**config.mk**
```make
export PLATFORM = sky130hd
export DESIGN_NAME = servo_motion_seq
export DESIGN_NICKNAME = d
export VERILOG_FILES = /design/src/rtl/servo_pkg.sv /design/src/rtl/servo_cmd_fifo.sv /design/src/rtl/servo_motion_seq.sv
export SDC_FILE = /design/constraint.sdc
export NUM_CORES = 1
export LEC_CHECK = 0
export ABC_CLOCK_PERIOD_IN_PS = 4600
export BUFFER_PORTS_ARGS = -buffer_cell sky130_fd_sc_hd__buf_2
export CAP_MARGIN = 10
export CORE_MARGIN = 2
export CORE_UTILIZATION = 35
export CTS_CLUSTER_SIZE = 14
export DETAILED_ROUTE_END_ITERATION = 7
export PLACE_DENSITY = 0.58
export SLEW_MARGIN = 40
export SYNTH_ARGS = -nofsm -noshare
export SYNTH_HDL_FRONTEND = slang
export SYNTH_SLANG_ARGS = --single-unit
export TNS_END_PERCENT = 20
```
**constraint.sdc**
```tcl
create_clock -name clk -period 4.6 [get_ports clk]
set_input_delay 0.23 -clock clk [delete_from_list [all_inputs] [get_ports clk]]
set_output_delay 0.23 -clock clk [all_outputs]
set_load 0.01 [all_outputs]
```
**src/rtl/servo_pkg.sv**
```systemverilog
// servo_pkg
// Shared types and defaults for the servo motion sequencer.
//   servo_cmd_t   : one queued position command {target, step}
//   servo_state_e : sequencer FSM states
//   clamp_pw      : saturate a pulse width into a legal window
package servo_pkg;

  localparam int DEF_MIN_PW    = 500;
  localparam int DEF_MAX_PW    = 2500;
  localparam int DEF_CENTER_PW = 1500;

  typedef struct packed {
    logic [15:0] target;
    logic [7:0]  step;
  } servo_cmd_t;

  localparam int CMD_W = $bits(servo_cmd_t);

  typedef enum logic [1:0] {
    IDLE = 2'd0,
    LOAD = 2'd1,
    SLEW = 2'd2
  } servo_state_e;

  function automatic logic [15:0] clamp_pw(input logic [15:0] pw,
                                           input logic [15:0] lo,
                                           input logic [15:0] hi);
    if (pw < lo)      return lo;
    else if (pw > hi) return hi;
    else              return pw;
  endfunction

endpackage

```
**src/rtl/servo_cmd_fifo.sv**
```systemverilog
// servo_cmd_fifo
// Synchronous command queue with occupancy count and flush.
// Ports:
//   clk, rstn        : clock, asynchronous active-low reset
//   i_flush          : empties the queue; wins over a same-cycle push/pop
//   i_push, i_data   : write request and packed servo_cmd_t (ignored when full)
//   i_pop            : read request (ignored when empty)
//   o_data           : head entry (valid while o_empty is low)
//   o_count          : number of stored entries
//   o_full, o_empty  : occupancy flags
module servo_cmd_fifo
  import servo_pkg::*;
#(
  parameter int DEPTH = 4
) (
  input  logic                     clk,
  input  logic                     rstn,
  input  logic                     i_flush,
  input  logic                     i_push,
  input  logic [CMD_W-1:0]         i_data,
  input  logic                     i_pop,
  output logic [CMD_W-1:0]         o_data,
  output logic [$clog2(DEPTH):0]   o_count,
  output logic                     o_full,
  output logic                     o_empty
);

  localparam int AW = (DEPTH > 1) ? $clog2(DEPTH) : 1;
  localparam int CW = $clog2(DEPTH) + 1;
  localparam logic [AW-1:0] PTR_LAST = AW'(DEPTH - 1);

  logic [CMD_W-1:0] r_mem [DEPTH];
  logic [AW-1:0]    r_wr_ptr;
  logic [AW-1:0]    r_rd_ptr;
  logic [CW-1:0]    r_count;

  logic w_full;
  logic w_empty;
  logic w_do_push;
  logic w_do_pop;

  // Full is taken from the registered count only, so a pop in the same
  // cycle never opens room for a push in that cycle.
  assign w_full    = (r_count == CW'(DEPTH));
  assign w_empty   = (r_count == '0);
  assign w_do_push = i_push && !w_full && !i_flush;
  assign w_do_pop  = i_pop && !w_empty && !i_flush;

  function automatic logic [AW-1:0] next_ptr(input logic [AW-1:0] p);
    return (p == PTR_LAST) ? '0 : p + 1'b1;
  endfunction

  always_ff @(posedge clk or negedge rstn) begin
    if (!rstn) begin
      r_wr_ptr <= '0;
      r_rd_ptr <= '0;
      r_count  <= '0;
    end else if (i_flush) begin
      r_wr_ptr <= '0;
      r_rd_ptr <= '0;
      r_count  <= '0;
    end else begin
      if (w_do_push) r_wr_ptr <= next_ptr(r_wr_ptr);
      if (w_do_pop)  r_rd_ptr <= next_ptr(r_rd_ptr);
      case ({w_do_push, w_do_pop})
        2'b10:   r_count <= r_count + 1'b1;
        2'b01:   r_count <= r_count - 1'b1;
        default: r_count <= r_count;
      endcase
    end
  end

  // Storage needs no reset; the pointers and count decide what is valid.
  always_ff @(posedge clk) begin
    if (w_do_push) r_mem[r_wr_ptr] <= i_data;
  end

  assign o_data  = r_mem[r_rd_ptr];
  assign o_count = r_count;
  assign o_full  = w_full;
  assign o_empty = w_empty;

endmodule

```
**src/rtl/servo_motion_seq.sv**
```systemverilog
// servo_motion_seq
// Servo PWM sequencer: queues position commands, slews the pulse width
// toward each target once per PWM frame and drives the registered PWM pin.
// Ports:
//   clk, rstn            : core clock, asynchronous active-low reset
//   enable               : 0 parks the output and freezes timing and FSM
//   cmd_valid/cmd_ready  : command push handshake
//   cmd_target, cmd_step : target pulse width (us), slew per frame (0 = jump)
//   flush                : empties the queue and aborts the active command
//   pwm_out              : registered servo PWM
//   cur_pw               : pulse width currently generated (us)
//   busy                 : active command or queued commands pending
//   fifo_count           : queued entries
//   frame_tick           : one-cycle pulse in the first cycle of each frame
module servo_motion_seq
  import servo_pkg::*;
#(
  parameter int CLK_FREQ_HZ = 25_000_000,
  parameter int FRAME_US    = 20000,
  parameter int MIN_PW      = DEF_MIN_PW,
  parameter int MAX_PW      = DEF_MAX_PW,
  parameter int CENTER_PW   = DEF_CENTER_PW,
  parameter int FIFO_DEPTH  = 4
) (
  input  logic                         clk,
  input  logic                         rstn,
  input  logic                         enable,
  input  logic                         cmd_valid,
  output logic                         cmd_ready,
  input  logic [15:0]                  cmd_target,
  input  logic [7:0]                   cmd_step,
  input  logic                         flush,
  output logic                         pwm_out,
  output logic [15:0]                  cur_pw,
  output logic                         busy,
  output logic [$clog2(FIFO_DEPTH):0]  fifo_count,
  output logic                         frame_tick
);

  localparam int US_DIV = CLK_FREQ_HZ / 1_000_000;
  localparam int PS_W   = (US_DIV > 1) ? $clog2(US_DIV) : 1;
  localparam logic [PS_W-1:0] PS_LAST    = PS_W'(US_DIV - 1);
  localparam logic [15:0]     FRAME_LAST = 16'(FRAME_US - 1);
  localparam logic [15:0]     PW_MIN     = 16'(MIN_PW);
  localparam logic [15:0]     PW_MAX     = 16'(MAX_PW);
  localparam logic [15:0]     PW_CENTER  = 16'(CENTER_PW);

  logic [PS_W-1:0]  r_presc;
  logic [15:0]      r_frame_us;
  logic             r_frame_tick;
  logic             r_pwm;
  logic [15:0]      r_cur_pw;
  logic [15:0]      r_act_target;
  logic [7:0]       r_act_step;
  servo_state_e     r_state;

  servo_state_e     w_state_next;
  logic             w_us_wrap;
  logic             w_frame_wrap;
  logic             w_pop;
  logic             w_cur_upd;
  logic [15:0]      w_cur_next;
  servo_cmd_t       w_push_cmd;
  servo_cmd_t       w_head;
  logic [CMD_W-1:0] w_head_bits;
  logic             w_fifo_full;
  logic             w_fifo_empty;
  logic signed [16:0] w_diff;
  logic [16:0]      w_abs;
  logic             w_reach;
  logic [15:0]      w_stepped;

  // Targets are saturated on the way in, so every queued target is legal.
  always_comb begin
    w_push_cmd        = '0;
    w_push_cmd.target = clamp_pw(cmd_target, PW_MIN, PW_MAX);
    w_push_cmd.step   = cmd_step;
  end

  servo_cmd_fifo #(
    .DEPTH (FIFO_DEPTH)
  ) u_fifo (
    .clk     (clk),
    .rstn    (rstn),
    .i_flush (flush),
    .i_push  (cmd_valid),
    .i_data  (w_push_cmd),
    .i_pop   (w_pop),
    .o_data  (w_head_bits),
    .o_count (fifo_count),
    .o_full  (w_fifo_full),
    .o_empty (w_fifo_empty)
  );

  assign w_head    = servo_cmd_t'(w_head_bits);
  assign cmd_ready = !w_fifo_full;

  // Timebase. With enable low both counters sit at 0 so the next frame
  // starts cleanly as soon as enable returns.
  assign w_us_wrap    = enable && (r_presc == PS_LAST);
  assign w_frame_wrap = w_us_wrap && (r_frame_us == FRAME_LAST);

  always_ff @(posedge clk or negedge rstn) begin
    if (!rstn) begin
      r_presc    <= '0;
      r_frame_us <= '0;
    end else if (!enable) begin
      r_presc    <= '0;
      r_frame_us <= '0;
    end else if (w_us_wrap) begin
      r_presc    <= '0;
      r_frame_us <= (r_frame_us == FRAME_LAST) ? 16'd0 : r_frame_us + 16'd1;
    end else begin
      r_presc    <= r_presc + 1'b1;
    end
  end

  // frame_tick is high in the first cycle with frame_us at 0; the registered
  // compare then raises pwm_out one cycle later, and because cur_pw changes
  // at the end of the tick cycle the whole high phase uses the new width.
  always_ff @(posedge clk or negedge rstn) begin
    if (!rstn) begin
      r_frame_tick <= 1'b0;
      r_pwm        <= 1'b0;
    end else begin
      r_frame_tick <= w_frame_wrap;
      r_pwm        <= enable && (r_frame_us < r_cur_pw);
    end
  end

  // Slew arithmetic in 17-bit signed so the sign of (target - cur) is exact.
  // A move that does not reach the target cannot overshoot it, and both
  // endpoints are legal, so the result stays inside the legal window.
  assign w_diff    = $signed({1'b0, r_act_target}) - $signed({1'b0, r_cur_pw});
  assign w_abs     = w_diff[16] ? 17'(-w_diff) : 17'(w_diff);
  assign w_reach   = (r_act_step == 8'd0) || (w_abs <= {9'd0, r_act_step});
  assign w_stepped = w_diff[16] ? (r_cur_pw - {8'd0, r_act_step})
                                : (r_cur_pw + {8'd0, r_act_step});

  always_ff @(posedge clk or negedge rstn) begin
    if (!rstn) r_state <= IDLE;
    else       r_state <= w_state_next;
  end

  // Next state and datapath strobes. flush wins over everything, and with
  // enable low the FSM holds its state.
  always_comb begin
    w_state_next = r_state;
    w_pop        = 1'b0;
    w_cur_upd    = 1'b0;
    w_cur_next   = r_cur_pw;
    if (flush) begin
      w_state_next = IDLE;
    end else if (enable) begin
      case (r_state)
        IDLE: begin
          if (!w_fifo_empty) begin
            w_pop        = 1'b1;
            w_state_next = LOAD;
          end
        end
        LOAD: w_state_next = SLEW;
        SLEW: begin
          if (r_frame_tick) begin
            w_cur_upd = 1'b1;
            if (w_reach) begin
              w_cur_next   = r_act_target;
              w_state_next = IDLE;
            end else begin
              w_cur_next = w_stepped;
            end
          end
        end
        default: w_state_next = IDLE;
      endcase
    end
  end

  always_ff @(posedge clk or negedge rstn) begin
    if (!rstn) begin
      r_act_target <= PW_CENTER;
      r_act_step   <= '0;
    end else if (w_pop) begin
      r_act_target <= w_head.target;
      r_act_step   <= w_head.step;
    end
  end

  always_ff @(posedge clk or negedge rstn) begin
    if (!rstn)          r_cur_pw <= PW_CENTER;
    else if (w_cur_upd) r_cur_pw <= w_cur_next;
  end

  assign pwm_out    = r_pwm;
  assign cur_pw     = r_cur_pw;
  assign frame_tick = r_frame_tick;
  assign busy       = (r_state != IDLE) || !w_fifo_empty;

endmodule

```
Word-level counts from Yosys, hierarchy flattened
Memories as Yosys holds them, arrays and structs flattened. A register that Yosys moved wholly into a read port is not among the register bits. Index checks and enable logic that the tools add are counted.

Bits in registers: 48. Bits in writable memories: 96. Output and inout bits: 23. Memories kept: 1.

Memories: u_fifo.r_mem (depth 4, width 24, rd ports 1, clocked after Yosys merged registers in 1, write ports 1, line servo_cmd_fifo.sv:32) `logic [CMD_W-1:0] r_mem [DEPTH];`.

Add/subtract/negate cells: 10. $lt $le $gt $ge: 4. Eq/ne operators: 13. Multiplexer cells: 34. Bitwise logic cells: 1. Reductions and logical operators: 23.

Operators with widths (number): 2-to-1 mux 16 bit (7); 2-to-1 mux 2 bit (11); less-or-equal comparator 17 x 8 -> 1 bit (1); 2-to-1 mux 17 bit (1); negator 17 bit (1); subtractor 16 x 16 -> 17 bit (1); adder 16 x 1 -> 16 bit (second input constant) (1); adder 16 x 8 -> 16 bit (1); == test 16 x 15 -> 1 bit (second input constant) (1); > comparator 16 x 12 -> 1 bit (second input constant) (1); < comparator 16 bit (1); < comparator 16 x 9 -> 1 bit (second input constant) (1); subtractor 16 x 8 -> 16 bit (1); 2-to-1 mux 1 bit (10); 2-to-1 mux 5 bit (2); != test 3 bit (second input constant) (3); == test 2 bit (second input constant) (4); logical NOT 8 bit (1); nonzero test 2 bit (4); logical AND 1 bit (7); case mux 2 bit (3 select lines) (1); case mux 3 bit (2 select lines) (1); adder 5 x 1 -> 5 bit (second input constant) (1); == test 5 bit (second input constant) (1); 15 further kinds (21).

Longest topological paths before layout
Depth in word-level cells: 10. Mapped depth: 24. Mapped depth without buffers: 22.

Cells and area by module
From an unflattened synthesis, not the netlist that was laid out.

Cell total of the unflattened synthesis: 911. Area total of the unflattened synthesis: 10030.9 um2.

Modules (own cells, without submodules): servo_motion_seq (instances 1, cells an instance 720, area each 5958.2 um2, sequential area each 1644.1 um2); servo_cmd_fifo (instances 1, cells an instance 191, area each 4072.7 um2, sequential area each 3057.9 um2).

Worst setup path after synthesis
No wires, ideal clock.

Path type: register to register. Start point: register r_cur_pw[0], in the netlist cur_pw[0]. End point: register r_cur_pw[15], in the netlist cur_pw[15]. Arrival: 4810 ps. Setup slack: -304 ps. Stages on the path, launching flop included: 23. Period minus slack after synthesis: 4904 ps. Path through: dfrtp_1 > ha_1 > fa_1 > nand2b_1 > a21oi_1 > o211ai_1 > and2_1 > o31ai_2 > clkbuf_1 > nor2_1 > a21oi_1 > ha_1 > nor2b_1 > o31ai_1 > a21oi_1 > a211o_1 > o211ai_1 > o21bai_1 > a21o_1 > a21o_1 > a21oi_1 > xnor2_1 > a211oi_1.

Cells in the longest elaborated chain, start to end: 6.

RTL lines: start: declaration (line servo_motion_seq.sv:52) `logic [15:0] r_cur_pw;`; start signal: assignment (line servo_motion_seq.sv:191) `else if (w_cur_upd) r_cur_pw <= w_cur_next;`; subtractor 16 x 16 -> 17 bit (line servo_motion_seq.sv:134) `assign w_diff = $signed({1'b0, r_act_target}) - $signed({1'b0, r_cur_pw});`; negator 17 bit (line servo_motion_seq.sv:135) `assign w_abs = w_diff[16] ? 17'(-w_diff) : 17'(w_diff);`; 2-to-1 mux 17 bit (line servo_motion_seq.sv:135); less-or-equal comparator 17 x 8 -> 1 bit (line servo_motion_seq.sv:136) `assign w_reach = (r_act_step == 8'd0) || (w_abs <= {9'd0, r_act_step});`; logical OR 1 bit (line servo_motion_seq.sv:136); 2-to-1 mux 16 bit * (line servo_motion_seq.sv:166) `if (w_reach) begin`.

Mark *: on every way between the ends. The rest lies on a longest branch, timed or not. A chain may end at the register's enable or synchronous reset.

Worst setup path in the final report
Same ends and word-level chain as after synthesis.

==> flow_metrics.py <==
metrics = {
    "global_route": {
        "grt_pass1_wl_um": 37000,
        "grt_pass1_vias": 6979,
        "grt_max_degree": 73,
        "overflow": 0,
        "grt_usage": 0.162,
        "antenna_found_initial": 0,
    },
    "sta": {
        "tightest_slew_ns": 0.743,
        "fmax_mhz": 222,
        "layout_worst_path_cycle_share": 0.979,
        "setup_tns_ns": 0,
        "grt_setup_unrepaired": "yes",
        "drv_slew": 0,
        "relSlewSlack": 0.503,
        "fin_skew_ns": 0.0163,
        "layout_min_cycle_time_ns": 4.50,
        "finalHoldViolCount": 0,
        "fin_ws_ns": 0.0961,
        "whs_ns": 0.0213,
        "setup_viol": 0,
    },
    "final_layout": {
        "final_area_um2": 12100,
        "layout_common_cells": "edfxtp_1, buf_4, ha_1",
        "final_common_cell": "edfxtp_1",
        "antenna_cells": 0,
        "num-nets-final": 1125,
        "final_util": 0.433,
        "final_cell_count_no_fill": 1419,
        "layout-drive-gt1-share": 0.277,
        "nFillCells": 2582,
        "syn_to_final_growth_pct": 21.7,
    },
    "synth": {
        "yosysSeqAreaShare": 0.474,
        "synth_area_um2": 9910,
        "synth_cells": 883,
        "ys.flop_type": "edfxtp_1",
        "yosysUniqueCellTypes": 82,
        "syn_avg_cell_area_um2": 11.2,
        "synthTopCellsByArea": "edfxtp_1, dfrtp_1, ha_1, mux4_2, dfstp_2",
        "synth-edff-count": 96,
        "yosys.area.top_type": "edfxtp_1",
        "yosysWarnings": 0,
        "synth_top_cell_area_share": 0.291,
        "yosys_register_bits": 168,
        "async_flop_share": 0.429,
    },
    "hold_path": {
        "hold_path_class": "input pin to flip-flop",
        "holdPathStages": 1,
        "min_to": "u_fifo.r_mem[1][2]",
        "hold_path_startpoint": "cmd_step[2]",
    },
    "route": {
        "drt_iter0_markers": 448,
        "vias": 7215,
        "wl_um": 23300,
        "vias_per_cell": 5.08,
        "dr.pass1.iters": 5,
        "ant_nets": 0,
        "wire_per_inst_um": 16.4,
        "route.detailed.drc": 0,
    },
    "critical_path": {
        "rrSetupSlack_ns": 0.1,
        "reg2reg_from": "cur_pw[0]",
        "end_kind": "flip-flop",
        "path_delay_family": "compound AO/OA/AOI/OAI gates",
        "cp_num_buf_inv": 1,
        "cp-start-kind": "flip-flop",
        "worstSetupPathType": "flip-flop to flip-flop",
        "cp.required_ns": 4.93,
        "crit_path_frequent_cell": "a21oi_2",
        "cp_max_fo": 6,
        "timing.rr.end": "cur_pw[15]",
        "slowest_delay_ns": 0.42,
        "path_cells": "ha_4 -> fa_2 -> nand2b_4 -> a21oi_2 -> o211ai_1 -> and2_4 -> o31ai_4 -> buf_6 -> nor2_2 -> a21oi_2 -> ha_1 -> nor2b_4 -> o31ai_4 -> a21oi_2 -> a211o_1 -> o211ai_1 -> o21bai_1 -> a21o_1 -> a21o_1 -> a21oi_2 -> xnor2_1 -> a211oi_1",
        "cp_slowest_cell": "dfrtp_1",
        "rr_worst_depth": 22,
        "cp_data_arrival_time_ns": 4.84,
    },
    "clock_tree": {
        "numCtsBuffers": 17,
        "cts_htree_levels": 4,
        "clk_path_buf_depth": 2,
        "cts_tree": "done",
        "clk_latency_ns": 0.43,
        "path_clk_slew_ns": 0.07,
        "ctsRootBufferMaster": "clkbuf_16",
        "clock-sinks": 168,
    },
    "pwr": {
        "combPwrFrac": 0.530,
        "p_seq_frac": 0.271,
        "fin_total_pwr_mw": 7.11,
        "p_switching_mw": 2.80,
        "swShare": 0.393,
        "p_per_area_nw_per_um2": 590,
        "power.internal_mw": 4.32,
        "p_leak_nw": 4.88,
        "p_clk_frac": 0.199,
        "vdd_drop_max_v": 0.000240,
    },
    "die": {
        "die_w_um": 172,
        "initial_core_util": 0.356,
        "coreArea_um2": 27900,
        "dieArea_um2": 29700,
        "fp-row-count": 61,
        "die_height_um": 172,
        "boundaryPins": 52,
    },
    "place": {
        "portBuffers": 51,
        "numPlacedInstances": 1374,
        "dp_slack_ns": -0.238,
        "hpwlAfterDp_um": 17000,
        "placedInstanceArea_um2": 11200,
        "gp_congestion": 0.864,
    },
    "status": {
        "status": "finished, final reports clean",
    },
    "flow_run": {
        "drv_cap": 0,
    },
}
[area by class of cell]
cell class | instances | area [um^2] | area share
clock inverter | 15 | 171 | 0.0142
timing repair buffer | 143 | 1010 | 0.0839
clock buffer | 17 | 425 | 0.0353
inverter | 46 | 173 | 0.0143
sequential | 168 | 4700 | 0.390
tap | 378 | 473 | 0.0392
multi-input combinational | 652 | 5100 | 0.423
[logic make-up (layout without fill, tap and decap cells)]
group | after synthesis | after routing | share of synthesized area
other | 1 | 16 | 0.000378
AOI/OAI and AO/OA | 208 | 208 | 0.139
buffers and inverters | 78 | 221 | 0.0330
muxes | 63 | 63 | 0.0971
DFF | 168 | 168 | 0.474
xor gates and xnor gates | 37 | 37 | 0.0327
and+or+nand+nor | 260 | 260 | 0.135
adders and majority gates | 68 | 68 | 0.0881
[power by group through the flow]
| stage | Combinational, mW | Clock, mW | Sequential [mW] |
|---|---|---|---|
| floorplan | 2.43 | 0 | 1.89 |
| global placement | 3.38 | 0 | 1.95 |
| detailed placement | 3.39 | 0 | 1.95 |
| CTS | 3.45 | 1.45 | 1.92 |
| global route | 4.18 | 1.51 | 1.95 |
| finish | 3.77 | 1.41 | 1.93 |
[state kept, by name (all words and copies together) (netlist names)]
signal and cells:
cur_pw 16, frame_tick 1, pwm_out 1, r_act_step 8, r_act_target 16, r_frame_us 16, r_presc 5, r_state 2
u_fifo.o_count 3, u_fifo.r_mem 96, u_fifo.r_rd_ptr 2, u_fifo.r_wr_ptr 2
[cell usage after synthesis, types with 9 or more instances]
| master | instances |
|---|---|
| edfxtp_1 | 96 |
| clkbuf_1 | 21 |
| a21oi_1 | 40 |
| nand2b_1 | 11 |
| dfstp_2 | 14 |
| xnor2_1 | 23 |
| nor2_1 | 59 |
| inv_1 | 46 |
| dfrtp_1 | 58 |
| and3_1 | 10 |
| o21ai_1 | 10 |
| nand2_1 | 61 |
| o21ai_0 | 53 |
| or2_2 | 9 |
| nand4_1 | 11 |
| nand3_1 | 20 |
| mux2_2 | 25 |
| mux2i_1 | 14 |
| or3_1 | 14 |
| a31oi_1 | 10 |
| and2_1 | 17 |
| nor3_1 | 17 |
| ha_1 | 65 |
| mux4_2 | 24 |
| xor2_1 | 14 |
| a21o_1 | 25 |
[worst max path at each step]
stage	start	endpoint	slack (ns)	cells after the start
2_1_floorplan	cur_pw[0]	cur_pw[15]	0.00005	22
3_3_place_gp	cur_pw[0]	cur_pw[15]	-0.06	21
4_1_cts	r_act_target[0]	cur_pw[15]	-0.003	23
6_report	cur_pw[0]	cur_pw[15]	0.1	22
3_5_place_dp	r_act_target[0]	cur_pw[11]	-0.24	23
5_1_grt	cur_pw[0]	cur_pw[15]	-0.14	22
[repair_timing]
action	CTS	global route
hold buffers	2	1
setup buffers	3	6
gates resized for setup	0	37
cloned	0	2
hold endpoints to repair	62	2
endpoints found under the setup margin	17	17
pin swaps	1	27
[metal layers]
metal	up-vias	part of all wire	global-route usage
met5	-	0	0
met2	124	0.47	0.266
li1	3566	-	-
met4	0	0.017	0.0438
met3	27	0.029	0.0252
met1	3498	0.48	0.225
Power figures use the tool's default switching activity.
